==> src/rtl/mzc_pkg.sv <==
// Shared constants, types and the zone time function for the multi-zone world clock.
package mzc_pkg;

  localparam int MIN_PER_DAY = 1440;
  localparam int OFF_Q_MIN   = -48;
  localparam int OFF_Q_MAX   = 56;

  typedef logic signed [7:0] offset_q_t;

  typedef struct packed {
    logic [4:0] hh;
    logic [5:0] mm;
  } hhmm_t;

  typedef struct packed {
    hhmm_t      t;
    logic [1:0] shift;
  } zone_time_t;

  // 13 bits: the largest sum (23:59 + 14:00 + 1:00 DST = 2339 min) does not fit in 12.
  function automatic zone_time_t zone_time(input hhmm_t base, input offset_q_t off,
                                           input logic dst);
    logic signed [12:0] t;
    zone_time_t         r;
    t = $signed({8'd0, base.hh}) * 13'sd60 + $signed({7'd0, base.mm})
        + $signed({{5{off[7]}}, off}) * 13'sd15 + (dst ? 13'sd60 : 13'sd0);
    r.shift = 2'b00;
    if (t < 13'sd0) begin
      t       = t + $signed(13'(MIN_PER_DAY));
      r.shift = 2'b11;
    end else if (t >= $signed(13'(MIN_PER_DAY))) begin
      t       = t - $signed(13'(MIN_PER_DAY));
      r.shift = 2'b01;
    end
    r.t.hh = 5'(t / 13'sd60);
    r.t.mm = 6'(t % 13'sd60);
    return r;
  endfunction

endpackage

==> src/rtl/mzc_tick_gen.sv <==
// Seconds prescaler: counts 0..CLK_HZ-1 and flags the last count of each second.
module mzc_tick_gen #(
  parameter int CLK_HZ = 100
) (
  input  logic clk,
  input  logic reset,
  output logic sec_tick
);

  localparam int CW = (CLK_HZ > 1) ? $clog2(CLK_HZ) : 1;

  logic [CW-1:0] cnt;

  always_ff @(posedge clk) begin
    if (reset) begin
      cnt <= '0;
    end else if (cnt == CW'(CLK_HZ - 1)) begin
      cnt <= '0;
    end else begin
      cnt <= cnt + CW'(1);
    end
  end

  assign sec_tick = (cnt == CW'(CLK_HZ - 1));

endmodule

==> src/rtl/multi_zone_clock.sv <==
// N-zone 24h world clock: base HH:MM:SS, per-zone quarter-hour offsets, registered zone view.
// Build option MZC_DST_EN adds a per-zone DST bit toggled by dst_toggle (+60 min in zone math).
module multi_zone_clock
  import mzc_pkg::*;
#(
  parameter int CLK_HZ  = 100,
  parameter int N_ZONES = 4,
  parameter int ZONE_W  = $clog2(N_ZONES)
) (
  input  logic              clk,
  input  logic              reset,
  input  logic              hour_inc,
  input  logic              min_inc,
  input  logic              zone_next,
  input  logic              offset_up,
  input  logic              offset_down,
  input  logic              dst_toggle,
  output logic              sec_tick,
  output logic              day_rollover,
  output logic [4:0]        base_hh,
  output logic [5:0]        base_mm,
  output logic [5:0]        base_ss,
  output logic [ZONE_W-1:0] zone_sel,
  output logic [4:0]        zone_hh,
  output logic [5:0]        zone_mm,
  output logic [1:0]        zone_day_shift,
  output logic              zone_dst
);

  logic [5:0] btn, btn_prev, press;
  logic       manual_set, tick_take, sel_dst;
  offset_q_t  offset [N_ZONES];
  offset_q_t  sel_off;
  zone_time_t zt;

  mzc_tick_gen #(.CLK_HZ(CLK_HZ)) u_tick (
    .clk      (clk),
    .reset    (reset),
    .sec_tick (sec_tick)
  );

  // Bit order: 0 hour, 1 minute, 2 zone, 3 up, 4 down, 5 dst.
  assign btn   = {dst_toggle, offset_down, offset_up, zone_next, min_inc, hour_inc};
  assign press = btn & ~btn_prev;

  assign manual_set   = press[0] | press[1];
  assign tick_take    = sec_tick & ~manual_set;
  assign day_rollover = tick_take && base_hh == 5'd23 && base_mm == 6'd59 && base_ss == 6'd59;

  assign sel_off = offset[zone_sel];

`ifdef MZC_DST_EN
  logic [N_ZONES-1:0] dst_bits;
  assign sel_dst = dst_bits[zone_sel];

  always_ff @(posedge clk) begin
    if (reset) begin
      dst_bits <= '0;
    end else if (press[5]) begin
      dst_bits[zone_sel] <= ~dst_bits[zone_sel];
    end
  end
`else
  logic unused_dst;
  assign sel_dst    = 1'b0;
  assign unused_dst = press[5];
`endif

  assign zt = zone_time({base_hh, base_mm}, sel_off, sel_dst);

  // A manual set wins over the tick; the dropped second is simply lost.
  always_ff @(posedge clk) begin
    if (reset) begin
      base_hh <= '0;
      base_mm <= '0;
      base_ss <= '0;
    end else if (manual_set) begin
      if (press[0]) base_hh <= (base_hh == 5'd23) ? 5'd0 : base_hh + 5'd1;
      if (press[1]) begin
        base_mm <= (base_mm == 6'd59) ? 6'd0 : base_mm + 6'd1;
        base_ss <= '0;
      end
    end else if (tick_take) begin
      if (base_ss == 6'd59) begin
        base_ss <= '0;
        if (base_mm == 6'd59) begin
          base_mm <= '0;
          base_hh <= (base_hh == 5'd23) ? 5'd0 : base_hh + 5'd1;
        end else begin
          base_mm <= base_mm + 6'd1;
        end
      end else begin
        base_ss <= base_ss + 6'd1;
      end
    end
  end

  // Offset edits land on the zone selected before any same-cycle zone_next.
  always_ff @(posedge clk) begin
    if (reset) begin
      btn_prev <= btn;
      zone_sel <= '0;
      for (int i = 0; i < N_ZONES; i++) offset[i] <= '0;
    end else begin
      btn_prev <= btn;
      if (press[3] && !press[4] && sel_off < offset_q_t'(OFF_Q_MAX)) begin
        offset[zone_sel] <= sel_off + 8'sd1;
      end else if (press[4] && !press[3] && sel_off > offset_q_t'(OFF_Q_MIN)) begin
        offset[zone_sel] <= sel_off - 8'sd1;
      end
      if (press[2]) begin
        zone_sel <= (zone_sel == ZONE_W'(N_ZONES - 1)) ? '0 : zone_sel + ZONE_W'(1);
      end
    end
  end

  always_ff @(posedge clk) begin
    if (reset) begin
      zone_hh        <= '0;
      zone_mm        <= '0;
      zone_day_shift <= '0;
      zone_dst       <= 1'b0;
    end else begin
      zone_hh        <= zt.t.hh;
      zone_mm        <= zt.t.mm;
      zone_day_shift <= zt.shift;
      zone_dst       <= sel_dst;
    end
  end

endmodule
==> config.mk <==
export PLATFORM = sky130hd
export DESIGN_NAME = multi_zone_clock
export DESIGN_NICKNAME = d
export VERILOG_FILES = /design/src/rtl/mzc_pkg.sv /design/src/rtl/mzc_tick_gen.sv /design/src/rtl/multi_zone_clock.sv
export SDC_FILE = /design/constraint.sdc
export NUM_CORES = 1
export LEC_CHECK = 0
export ABC_CLOCK_PERIOD_IN_PS = 10200
export CORE_ASPECT_RATIO = 0.6
export CORE_MARGIN = 1.5
export CORE_UTILIZATION = 55
export DETAILED_ROUTE_END_ITERATION = 16
export HOLD_SLACK_MARGIN = 0.05
export PLACE_DENSITY = 0.8
export SLEW_MARGIN = 40
export SYNTH_ARGS = -nofsm -noshare
export SYNTH_HDL_FRONTEND = slang
export SYNTH_SLANG_ARGS = --single-unit
export TNS_END_PERCENT = 20
==> constraint.sdc <==
create_clock -name clk -period 10.2 [get_ports clk]
set_input_delay 2.04 -clock clk [delete_from_list [all_inputs] [get_ports clk]]
set_output_delay 2.04 -clock clk [all_outputs]
set_load 0.02 [all_outputs]
==> results.sh <==
export IMPL_status="finished with violations"
export IMPL_violations="setup timing"
export IMPL_final_antenna_net_count=0
export IMPL_synthCells=901
export IMPL_synth_compound_area_share_pct=22.1
export IMPL_synth_ff_type="dfxtp_1"
export IMPL_synth_edf_count=32
export IMPL_grt_pass1_wl_mm=43.0
export IMPL_layout_cells_non_filler=1340
export IMPL_synthArstFlopShare_pct=0
export IMPL_yosysTopAreaCellShare_pct=12.0
export IMPL_grt_pass1_vias=8239
export IMPL_overflow=0
export IMPL_cts_tree="yes"
export IMPL_critPathCaptureType="flop"
export IMPL_cts_sinks=78
export IMPL_antenna_found_initial=0
export IMPL_die_y_um=96.4
export IMPL_netlist_area_um2=7990
export IMPL_synth_area_leaders="edfxtp_1, dfxtp_1, ha_1"
export IMPL_cts_hold_buf=0
export IMPL_synth_nets=1005
export IMPL_wl_per_cell_um=23.1
export IMPL_clk_pin_slew_ns=0.07
export IMPL_synth_top_area_cell="edfxtp_1"
export IMPL_dpl_cell_area_um2=9880
export IMPL_detail_route_vias_per_cell=6.62
export IMPL_antennaDiodeCount=0
export IMPL_top_layer_used="met4"
export IMPL_max_freq_ghz=0.0908
export IMPL_fin_area_um2=11200
export IMPL_clockBufferDepth=2
export IMPL_maxSlewHeadroom_pct=44.9
export IMPL_tightest_slew_ns=0.825
export IMPL_synthAdderAreaFrac_pct=18.1
export IMPL_fin_ws_ns=-0.810
export IMPL_ys_seq_area_share_pct=23.5
export IMPL_fin_skew_ns=0.0149
export IMPL_fin_crit_sh_pct=108
export IMPL_drv_cap=0
export IMPL_io_buffers=40
export IMPL_synth_xor_area_share_pct=6.98
export IMPL_initial_core_util_pct=57.4
export IMPL_drt_met1_wl_mm=11.7
export IMPL_slowest_delay_ns=0.59
export IMPL_synth_top_family_by_area="compound AO/OA/AOI/OAI gates"
export IMPL_utilization_pct=80.8
export IMPL_critical_path_slowest_cell="fa_2"
export IMPL_yosysMostFrequentCell="nor2_1"
export IMPL_worstSetupPathType="flop to flop"
export IMPL_yosys_cell_types_count=106
export IMPL_num_vias=8870
export IMPL_muxShareOfSynthArea_pct=3.33
export IMPL_die_area_um2=15300
export IMPL_rsz0062_at_grt="true"
export IMPL_worstPathMaxFanout=7
export IMPL_root_buffer="clkbuf_16"
export IMPL_required_ns=10.44
export IMPL_numCtsBuffers=9
export IMPL_ctsHtreeMaxLevel=3
export IMPL_finalHoldViolations=0
export IMPL_coreArea_um2=13900
export IMPL_final_nets=1247
export IMPL_hpwl_mm=17.8
export IMPL_synth_common_cells="nor2_1, inv_1, ha_1"
export IMPL_synth_seq_cells=78
export IMPL_setup_viol=9
export IMPL_hold_path_class="flop to flop"
export IMPL_initialDrtViolationCount=1107
export IMPL_start_kind="flop"
export IMPL_synthToLayoutAreaGrowth_pct=40.7
export IMPL_grt_max_degree=31
export IMPL_finalMaxSlewViolations=0
export IMPL_fin_crit_ns=11.01
export IMPL_wl_met2_mm=12.8
export IMPL_clkLatencyLatePin_ns=0.36
export IMPL_dp_cells=1276
export IMPL_grtUsageTotal_pct=36.9
export IMPL_drc=0
export IMPL_io_pins=43
export IMPL_synth_area_per_cell_um2=8.87
export IMPL_rows=33
export IMPL_worstPathArrival_ns=11.25
export IMPL_wl_met3_mm=4.26
export IMPL_totalWireLength_mm=30.9
export IMPL_synth_warnings=0
export IMPL_drive_gt1_share_pct=34.5
export IMPL_die_width_um=159
export IMPL_synth_simple_area_share_pct=20.5
export IMPL_gp_congestion=0.930
export IMPL_drt_first_pass_iters=8
per-stage QoR:
| step | setup slack [ns] | hold slack, ns | TNS [ns] |
|---|---|---|---|
| final | -0.810 | 0.440 | -6.09 |
| after global routing | -1.13 | 0.485 | -9.01 |
| after CTS | -0.409 | 0.445 | -2.96 |
| after detailed placement | -0.633 | 0.435 | -4.96 |
| after global placement | -0.370 | 0.423 | -2.42 |
| after floorplan | 0.0209 | 0.413 | 0 |
final timing paths:
check / from / endpoint / slack, ns / cells after the start
setup reg to reg: base_hh[0]$_SDFFE_PP0P_ / zone_mm[5]$_SDFF_PP0_ / -0.81 / 45
hold reg to reg: u_tick.cnt[0]$_SDFF_PP0_ / u_tick.cnt[0]$_SDFF_PP0_ / 0.44 / 1
hold / removal: u_tick.cnt[0]$_SDFF_PP0_ / u_tick.cnt[0]$_SDFF_PP0_ / 0.44 / 1
setup / recovery: base_hh[0]$_SDFFE_PP0P_ / zone_mm[5]$_SDFF_PP0_ / -0.81 / 45
cell families after synthesis:
family / after synthesis
compound gates: 220
fa+ha+maj: 97
buf+inv: 107
other cells: 1
xor+xnor: 62
simple gates: 320
flops: 78
mux: 16
registers in the layout (all words and copies together) (netlist names), named ones only:
name,flops
offset,32
u_tick.cnt,7
base_mm,6
base_ss,6
zone_mm,6
base_hh,5
btn_prev,5
zone_hh,5
zone_day_shift,2
zone_sel,2
layer usage:
metal | up-vias | track usage [%]
met4 | 0 | 13.9
met1 | 4111 | 48.7
met5 | - | 0
met2 | 771 | 58.0
met3 | 243 | 10.3
li1 | 3745 | -
worst max-delay path: cells and delay by family, from the launching register on:
family	cells	cell delay, ns
buffers and inverters	8	1.08
AND/OR/NAND/NOR	8	1.16
multiplexers	1	0.36
AO/OA/AOI/OAI	17	3.66
adder cells (fa/ha/maj)	10	4.04
flip-flops	1	0.35
XOR/XNOR	1	0.26
cell usage in the layout, fill, tap and decap left out, types with 6 or more instances in the layout:
cell type,count
nand2b_1,11
and3_1,6
fa_1,29
inv_1,78
edfxtp_1,32
o211ai_1,11
a21oi_1,39
nor2_1,104
o21ai_2,10
mux2i_1,6
dfxtp_1,43
a21o_1,10
or2_2,6
a211oi_4,6
nand3_1,22
clkdlybuf4s50_1,40
nor2_2,6
buf_4,198
nand2_1,58
ha_4,6
nor3_1,19
nand4_1,10
buf_6,12
mux4_2,8
a21oi_2,6
xor2_1,22
ha_1,56
and2_1,6
nor2b_1,7
clkbuf_16,9
a211oi_1,7
inv_2,6
xnor2_1,33
o21ai_0,22
area by class of cell:
| type | instances | area, um^2 |
|---|---|---|
| fill | 737 | 2670 |
| clock buffer | 9 | 225 |
| sequential | 78 | 1890 |
| clock inverter | 7 | 53.8 |
| timing repair buffer | 252 | 2060 |
| multi-input combinational | 717 | 6450 |
| tap | 192 | 240 |
| inverter | 85 | 319 |
repair_timing:
action / in CTS / in global routing
gates cloned: 1 / 0
gates resized for setup: 91 / 50
setup endpoints to repair: 9 / 9
endpoints found under the hold margin: 0 / 0
pin swaps: 65 / 63
buffers inserted: 24 / 28
Power is not shown: default switching activity piles up to over one toggle a cycle in this logic, so the estimate is an artifact.
